<file path="src/rtl/gray2bin_arb.sv">
`default_nettype none
`timescale 1ns/1ps
// ============================================================================
// Module   : gray2bin_arb
// Purpose  : Round-robin shared two-stage Gray-to-binary converter with a
//            valid/ready result port. Define GRAY2BIN_ARB_FIXPRI_EN for
//            fixed (lowest-index-wins) priority instead of round-robin.
// Revision : 1.0 - initial release
// ============================================================================
module gray2bin_arb #(
    parameter int DWID = 16,
    parameter int NREQ = 4,
    parameter int IDW  = 2
) (
    input  logic                 clk,
    input  logic                 rst,
    input  logic [NREQ-1:0]      i_req,
    input  logic [NREQ*DWID-1:0] i_gray,
    output logic [NREQ-1:0]      o_gnt,
    output logic                 o_vld,
    output logic [IDW-1:0]       o_id,
    output logic [DWID-1:0]      o_bin,
    input  logic                 i_rdy
);

    logic            w_adv1;
    logic            w_adv2;
    logic            w_found;
    logic [IDW-1:0]  w_sel;
    logic [NREQ-1:0] w_onehot;
    logic [DWID-1:0] w_gray_sel;
    logic [DWID-1:0] w_bin;

    logic            r_s1_vld;
    logic [IDW-1:0]  r_s1_id;
    logic [DWID-1:0] r_s1_gray;

    assign w_adv2 = !o_vld || i_rdy;
    assign w_adv1 = !r_s1_vld || w_adv2;

`ifdef GRAY2BIN_ARB_FIXPRI_EN
    always_comb begin
        w_found    = 1'b0;
        w_sel      = '0;
        w_onehot   = '0;
        w_gray_sel = '0;
        for (int i = 0; i < NREQ; i++) begin
            if (!w_found && i_req[i]) begin
                w_found     = 1'b1;
                w_sel       = IDW'(i);
                w_onehot[i] = 1'b1;
                w_gray_sel  = i_gray[i*DWID +: DWID];
            end
        end
    end
`else
    logic [IDW-1:0] r_ptr;
    logic [IDW-1:0] w_ptr_nxt;
    int             w_idx;

    // Search starts at the pointer and wraps modulo NREQ (NREQ need not be a power of two)
    always_comb begin
        w_found    = 1'b0;
        w_sel      = '0;
        w_onehot   = '0;
        w_gray_sel = '0;
        w_idx      = 0;
        for (int i = 0; i < NREQ; i++) begin
            w_idx = int'(r_ptr) + i;
            if (w_idx >= NREQ) begin
                w_idx = w_idx - NREQ;
            end
            if (!w_found && i_req[w_idx]) begin
                w_found         = 1'b1;
                w_sel           = IDW'(w_idx);
                w_onehot[w_idx] = 1'b1;
                w_gray_sel      = i_gray[w_idx*DWID +: DWID];
            end
        end
    end

    assign w_ptr_nxt = (w_sel == IDW'(NREQ-1)) ? '0 : w_sel + IDW'(1);

    always_ff @(posedge clk) begin
        if (rst) begin
            r_ptr <= '0;
        end else if (w_adv1 && w_found) begin
            r_ptr <= w_ptr_nxt;
        end
    end
`endif

    // A grant is only issued when stage 1 can actually capture the word
    assign o_gnt = (rst || !w_adv1) ? '0 : w_onehot;

    generate
        for (genvar j = 0; j < DWID; j++) begin : g_conv
            assign w_bin[j] = ^r_s1_gray[DWID-1:j];
        end
    endgenerate

    always_ff @(posedge clk) begin
        if (rst) begin
            r_s1_vld  <= 1'b0;
            r_s1_id   <= '0;
            r_s1_gray <= '0;
            o_vld     <= 1'b0;
            o_id      <= '0;
            o_bin     <= '0;
        end else begin
            if (w_adv2) begin
                o_vld <= r_s1_vld;
                o_id  <= r_s1_id;
                o_bin <= w_bin;
            end
            if (w_adv1) begin
                r_s1_vld <= w_found;
                if (w_found) begin
                    r_s1_id   <= w_sel;
                    r_s1_gray <= w_gray_sel;
                end
            end
        end
    end

endmodule
`default_nettype wire

</file>
<file path="config.mk">
export PLATFORM = sky130hd
export DESIGN_NAME = gray2bin_arb
export DESIGN_NICKNAME = d
export VERILOG_FILES = /design/src/rtl/gray2bin_arb.sv
export SDC_FILE = /design/constraint.sdc
export NUM_CORES = 1
export LEC_CHECK = 0
export BUFFER_PORTS_ARGS = -buffer_cell sky130_fd_sc_hd__buf_2
export CORE_AREA = 2 2 130 132
export CTS_CLUSTER_SIZE = 20
export DETAILED_ROUTE_END_ITERATION = 6
export DIE_AREA = 0 0 132 134
export PLACE_DENSITY = 0.4
export SYNTH_ARGS = -nofsm -noshare
export SYNTH_HDL_FRONTEND = slang
export SYNTH_SLANG_ARGS = --single-unit
export TNS_END_PERCENT = 20
</file>
<file path="constraint.sdc">
create_clock -name clk -period 13.28 [get_ports clk]
set_clock_uncertainty 0.2 [all_clocks]
set_input_delay 3.984 -clock clk [delete_from_list [all_inputs] [get_ports clk]]
set_output_delay 3.984 -clock clk [all_outputs]
set_load 0.005 [all_outputs]
</file>
# After elaboration in Yosys (flattened, before gate mapping)
# Index checks and enable logic that the tools add are counted.
op_classes:
  shifts: 4
  n_addsub: 8
  n_div: 0
  order_cmp: 12
  n_eq_ne: 1
  n_bitwise: 3
  n_mux: 42
  n_mul: 0
  reduce_logical: 33
op_table:
  columns: ["op", "count"]
  rows:
  - ["$shiftx A64 B32 Y16", 4]
  - ["$ge A32 B1 Y1 const B", 4]
  - ["$lt A32 B4 Y1 const B", 4]
  - ["$mux W32", 4]
  - ["$mux W16", 4]
  - ["$mux W4", 5]
  - ["$mux W1", 16]
  - ["$reduce_xor A16 Y1", 1]
  - ["$reduce_xor A15 Y1", 1]
  - ["$reduce_xor A14 Y1", 1]
  - ["$reduce_xor A13 Y1", 1]
  - ["$or A4 B4 Y4", 3]
  - ["$reduce_xor A12 Y1", 1]
  - ["$sub A3 B3 Y4 const B", 3]
  - ["$reduce_xor A11 Y1", 1]
  - ["$mux W2", 5]
  - ["$reduce_xor A10 Y1", 1]
  - ["$ge A3 B3 Y1 const B", 3]
  - ["$reduce_xor A9 Y1", 1]
  - ["$bmux W1 S2", 4]
  - ["$demux W1 S2", 4]
  - ["$logic_and A1 B1 Y1", 8]
  - ["$reduce_xor A8 Y1", 1]
  - ["$reduce_xor A7 Y1", 1]
  - ["other kinds (14)", 22]
totals:
  ramBits: 0
  output_inout_bits: 23
  ff_bits: 40
  wordCells: 110
  memories: 0
  latchBits: 0
  mem_bits_ro: 0

# Depth between registers and ports, before layout
logic_depth:
  word_depth: 17
  depth_mapped: 13

# Least setup slack after synthesis
# Ideal clock, no wire load.
synth_path:
  path_type: "input to output"
  start: "in i_req[2]"
  end: "out o_gnt[0]"
  t_required_ns: 9.096
  stages: 6
  path_buffers: 1
  arrival_ns: 5.426
  slack_ns: 3.670
  path_cell_list: "mux4_2 -> or3_1 -> nor2b_1 -> buf_2 -> a221oi_1 -> nor2_1"
synth_via:
  elab_chain_cells: 14
synth_rtl:
  columns: ["element", "line_no", "text"]
  rows:
  - ["start: declaration", "17", "input logic [NREQ-1:0] i_req,"]
  - ["$bmux W1 S2", "73", "if (!w_found && i_req[w_idx]) begin"]
  - ["$mux W1 (implied by the code) (2 in a row)", "73", null]
  - ["$mux W1", "73", null]
  - ["$logic_not A1 Y1", "73", null]
  - ["$logic_and A1 B1 Y1", "73", null]
  - ["$mux W1", "73", null]
  - ["$logic_not A1 Y1", "73", null]
  - ["$logic_and A1 B1 Y1", "73", null]
  - ["$mux W1", "73", null]
  - ["$logic_not A1 Y1", "73", null]
  - ["$logic_and A1 B1 Y1", "73", null]
  - ["$mux W4 (*)", "73", null]
  - ["$mux W4 (*)", "94", "assign o_gnt = (rst || !w_adv1) ? '0 : w_onehot;"]
  - ["end: declaration", "19", "output logic [NREQ-1:0] o_gnt,"]
# Every way passes the cells marked *; elsewhere a longest branch is shown, timed or not. The select of a mux whose other input is x is not followed.

# Worst setup path after layout
layout_path:
  start: "in i_req[3]"
  end: "out o_gnt[1]"
# The elaborated chain is that of the path after synthesis.

==> qor.yml <==
global_routing:
  grt_overflow: 0
  antenna_found_initial: 0
  grt_first_pass_wirelength_mm: 19.67
  grt_max_degree: 51
  track_usage_pct: 13.69
  grt_pass1_vias: 3523
synthesis:
  synthTopCellsByArea: "mux4_2 29%, dfxtp_1 20%, mux2i_1 9.2%"
  yosys_warnings: 0
  synth_area_per_cell_um2: 9.674
  async_flop_share_pct: 0
  synth-seq-area-share_pct: 19.99
  ys.flop_type: "dfxtp_1"
  synth.most_common_cell: "nor2_1"
  synth_edf_count: 0
  syn_area_um2: 4005
  synth_fp_nets: 492
  synth_top_cell_by_area: "mux4_2"
  synth.top_cell.area_share_pct: 28.68
  syn_inst: 414
  ys_types: 34
  ys_ff_latch: 40
  synth_commonest_cells: "61 x nor2_1, 51 x mux4_2, 40 x dfxtp_1, 37 x mux2i_1, 30 x a21oi_1"
worst_setup_path:
  crit_slowest_cell: "mux4_2"
  crit_top_cell: "buf_2"
  critical_path.top_delay_family: "multiplexers"
  worstSetupStartpointType: "input pin"
  critical_path.cell_chain: "buf_2 -> mux4_2 -> or3_1 -> nor2b_1 -> buf_4 -> a221oi_1 -> nor2_1 -> buf_2"
  slowest_delay_ps: 830
  worstPathArrival_ps: 6260
  critPathRequiredTime_ps: 9100
  end_kind: "primary output"
  crit_path_max_fanout: 42
  worstSetupPathType: "in -> out"
  crit_buf_inv: 3
power_and_ir_drop:
  p_leak_uw: 0.001820
  peakVddDrop_v: 0.0001595
  power_density_nw_per_um2: 293.9
die:
  die_h_um: 134
  die_x_um: 132
  start_util_pct: 24.59
  dieArea_um2: 17690
  num_rows: 47
  io-pin-count: 94
  coreArea_um2: 16290
clock_network:
  hold_buffers: 0
  post_cts_buffers: 0
  ctsResizeCount: 0
  clkSinkCount: 40
  worstSkewPairLatency_ps: 280
  numCtsBuffers: 5
  htree_levels: 2
  cts_root_buf: "clkbuf_16"
  clockBufferDepth: 2
  path_clk_slew_ps: 60
  cts_tree: "done"
placed_design:
  dpl_cell_area_um2: 4629
  io_buffers: 93
  gp_congestion: 0.8205
  hpwlAfterDp_mm: 8.748
sta:
  rsz0062_at_grt: "false"
  max_freq_mhz: 95.78
  timing.hold.ws_ps: 249.3
  finalSetupTns_ps: 0
  period_share_pct: 78.62
  relSlewSlack_pct: 28.83
  setup_viol: 0
  worst_slew_pin_slew_ps: 1068
  drv_slew: 0
  finalHoldViolations: 0
  period_minus_slack_ps: 10440
drt:
  ant_nets: 0
  drt-pass1-iter-count: 4
  drtIter0Drc: 204
  wl_per_cell_um: 17.29
  routed_wl_mm: 12.07
  vias: 3627
  viasPerCell: 5.196
  post-route-drc-count: 0
finish:
  finalInstanceArea_um2: 4780
  n_fill_cell: 1737
  antenna_cells: 0
  seq_area_um2: 804.5
  fin_util_pct: 29.34
  areaGrowthSynthToFinish_pct: 19.34
  fin_nets: 555
  multi_input_area_um2: 3032
  drive_above_1_share_pct: 35.15
worst_hold_path:
  hold_path_class: "reg -> reg"
run:
  cap_violations: 0
run_status:
  outcome: "finished clean"
==> sequential cells by signal (all words and copies together) (netlist names) <==
name,flops
r_s1_gray,16
r_s1_id,2
o_vld,1
r_ptr,2
o_bin,16
r_s1_vld,1
o_id,2
==> worst paths after layout <==
| path | from | endpoint | slack [ps] | cells past startpoint |
|---|---|---|---|---|
| max reg2reg | r_ptr[1] | r_ptr[1] | 7830 | 11 |
| min reg2reg | o_bin[15] | o_bin[15] | 250 | 2 |
| min | o_bin[15] | o_bin[15] | 250 | 2 |
| max | i_req[3] | o_gnt[1] | 2840 | 8 |
==> layer usage <==
metal	up-vias	global-route usage [%]	wire length, um
met5	-	0	0
met4	0	3.140	142
met3	12	2.872	577
met2	108	20.31	5323
met1	1756	20.33	6027
li1	1751	-	-
==> through the flow <==
step | total power, uW | worst slack [ps] | cells
2_1_floorplan | 1070 | 3670 | 414
3_3_place_gp | 1288 | 2904 | 690
3_5_place_dp | 1297 | 2845 | 690
4_1_cts | 1423 | 2848 | 698
5_1_grt | 1539 | 2701 | 698
6_report | 1405 | 2839 | 698
==> tightest hold or removal path, delay by kind of cell (launching register included) <==
| kind | cells | cell delay (ps) |
|---|---|---|
| flops | 1 | 310 |
| compound gates | 1 | 50 |
| simple gates | 1 | 50 |
==> area by class of cell <==
class	count	area share, %
Multi-Input combinational cell	329	63.43
Tap cell	220	5.759
Clock buffer	7	2.984
Clock inverter	1	0.1571
Inverter	2	0.1571
Timing Repair Buffer	99	10.68
Sequential cell	40	16.83
==> power by group <==
part,internal (uW),switching (uW)
clock network,74.8,47.0
logic,520,515
registers,181,67.2
==> cell usage in the layout (no fill, tap or decap), types with 4 or more instances in the layout <==
| cell | Yosys | layout |
|---|---|---|
| buf_2 | 8 | 93 |
| nor2_1 | 61 | 61 |
| mux4_2 | 51 | 51 |
| dfxtp_1 | 40 | 39 |
| mux2i_1 | 37 | 37 |
| a21oi_1 | 30 | 29 |
| nand2_1 | 21 | 21 |
| a22oi_1 | 20 | 20 |
| o22ai_1 | 17 | 17 |
| nand3_1 | 16 | 16 |
| a311oi_1 | 16 | 16 |
| xnor2_1 | 8 | 8 |
| xor2_1 | 7 | 7 |
| ha_1 | 7 | 6 |
| buf_4 | 0 | 6 |
| o21ai_0 | 5 | 5 |
| a211oi_1 | 5 | 5 |
| clkbuf_16 | 0 | 5 |
| a221oi_1 | 4 | 4 |
| xnor3_2 | 4 | 4 |
| nor3_1 | 4 | 4 |
==> cells by family (layout without fill, tap and decap cells) <==
group	count (synthesis)	in the layout	synth area share (%)
AO/OA/AOI/OAI	101	101	17.15
flip-flops	40	40	19.99
XOR/XNOR	20	20	6.217
adder cells (fa/ha/maj)	7	7	2.187
buffers and inverters	45	109	4.467
AND/OR/NAND/NOR	112	112	11.78
multiplexers	89	89	38.21
No activity file was read; power rests on OpenSTA's default activity.
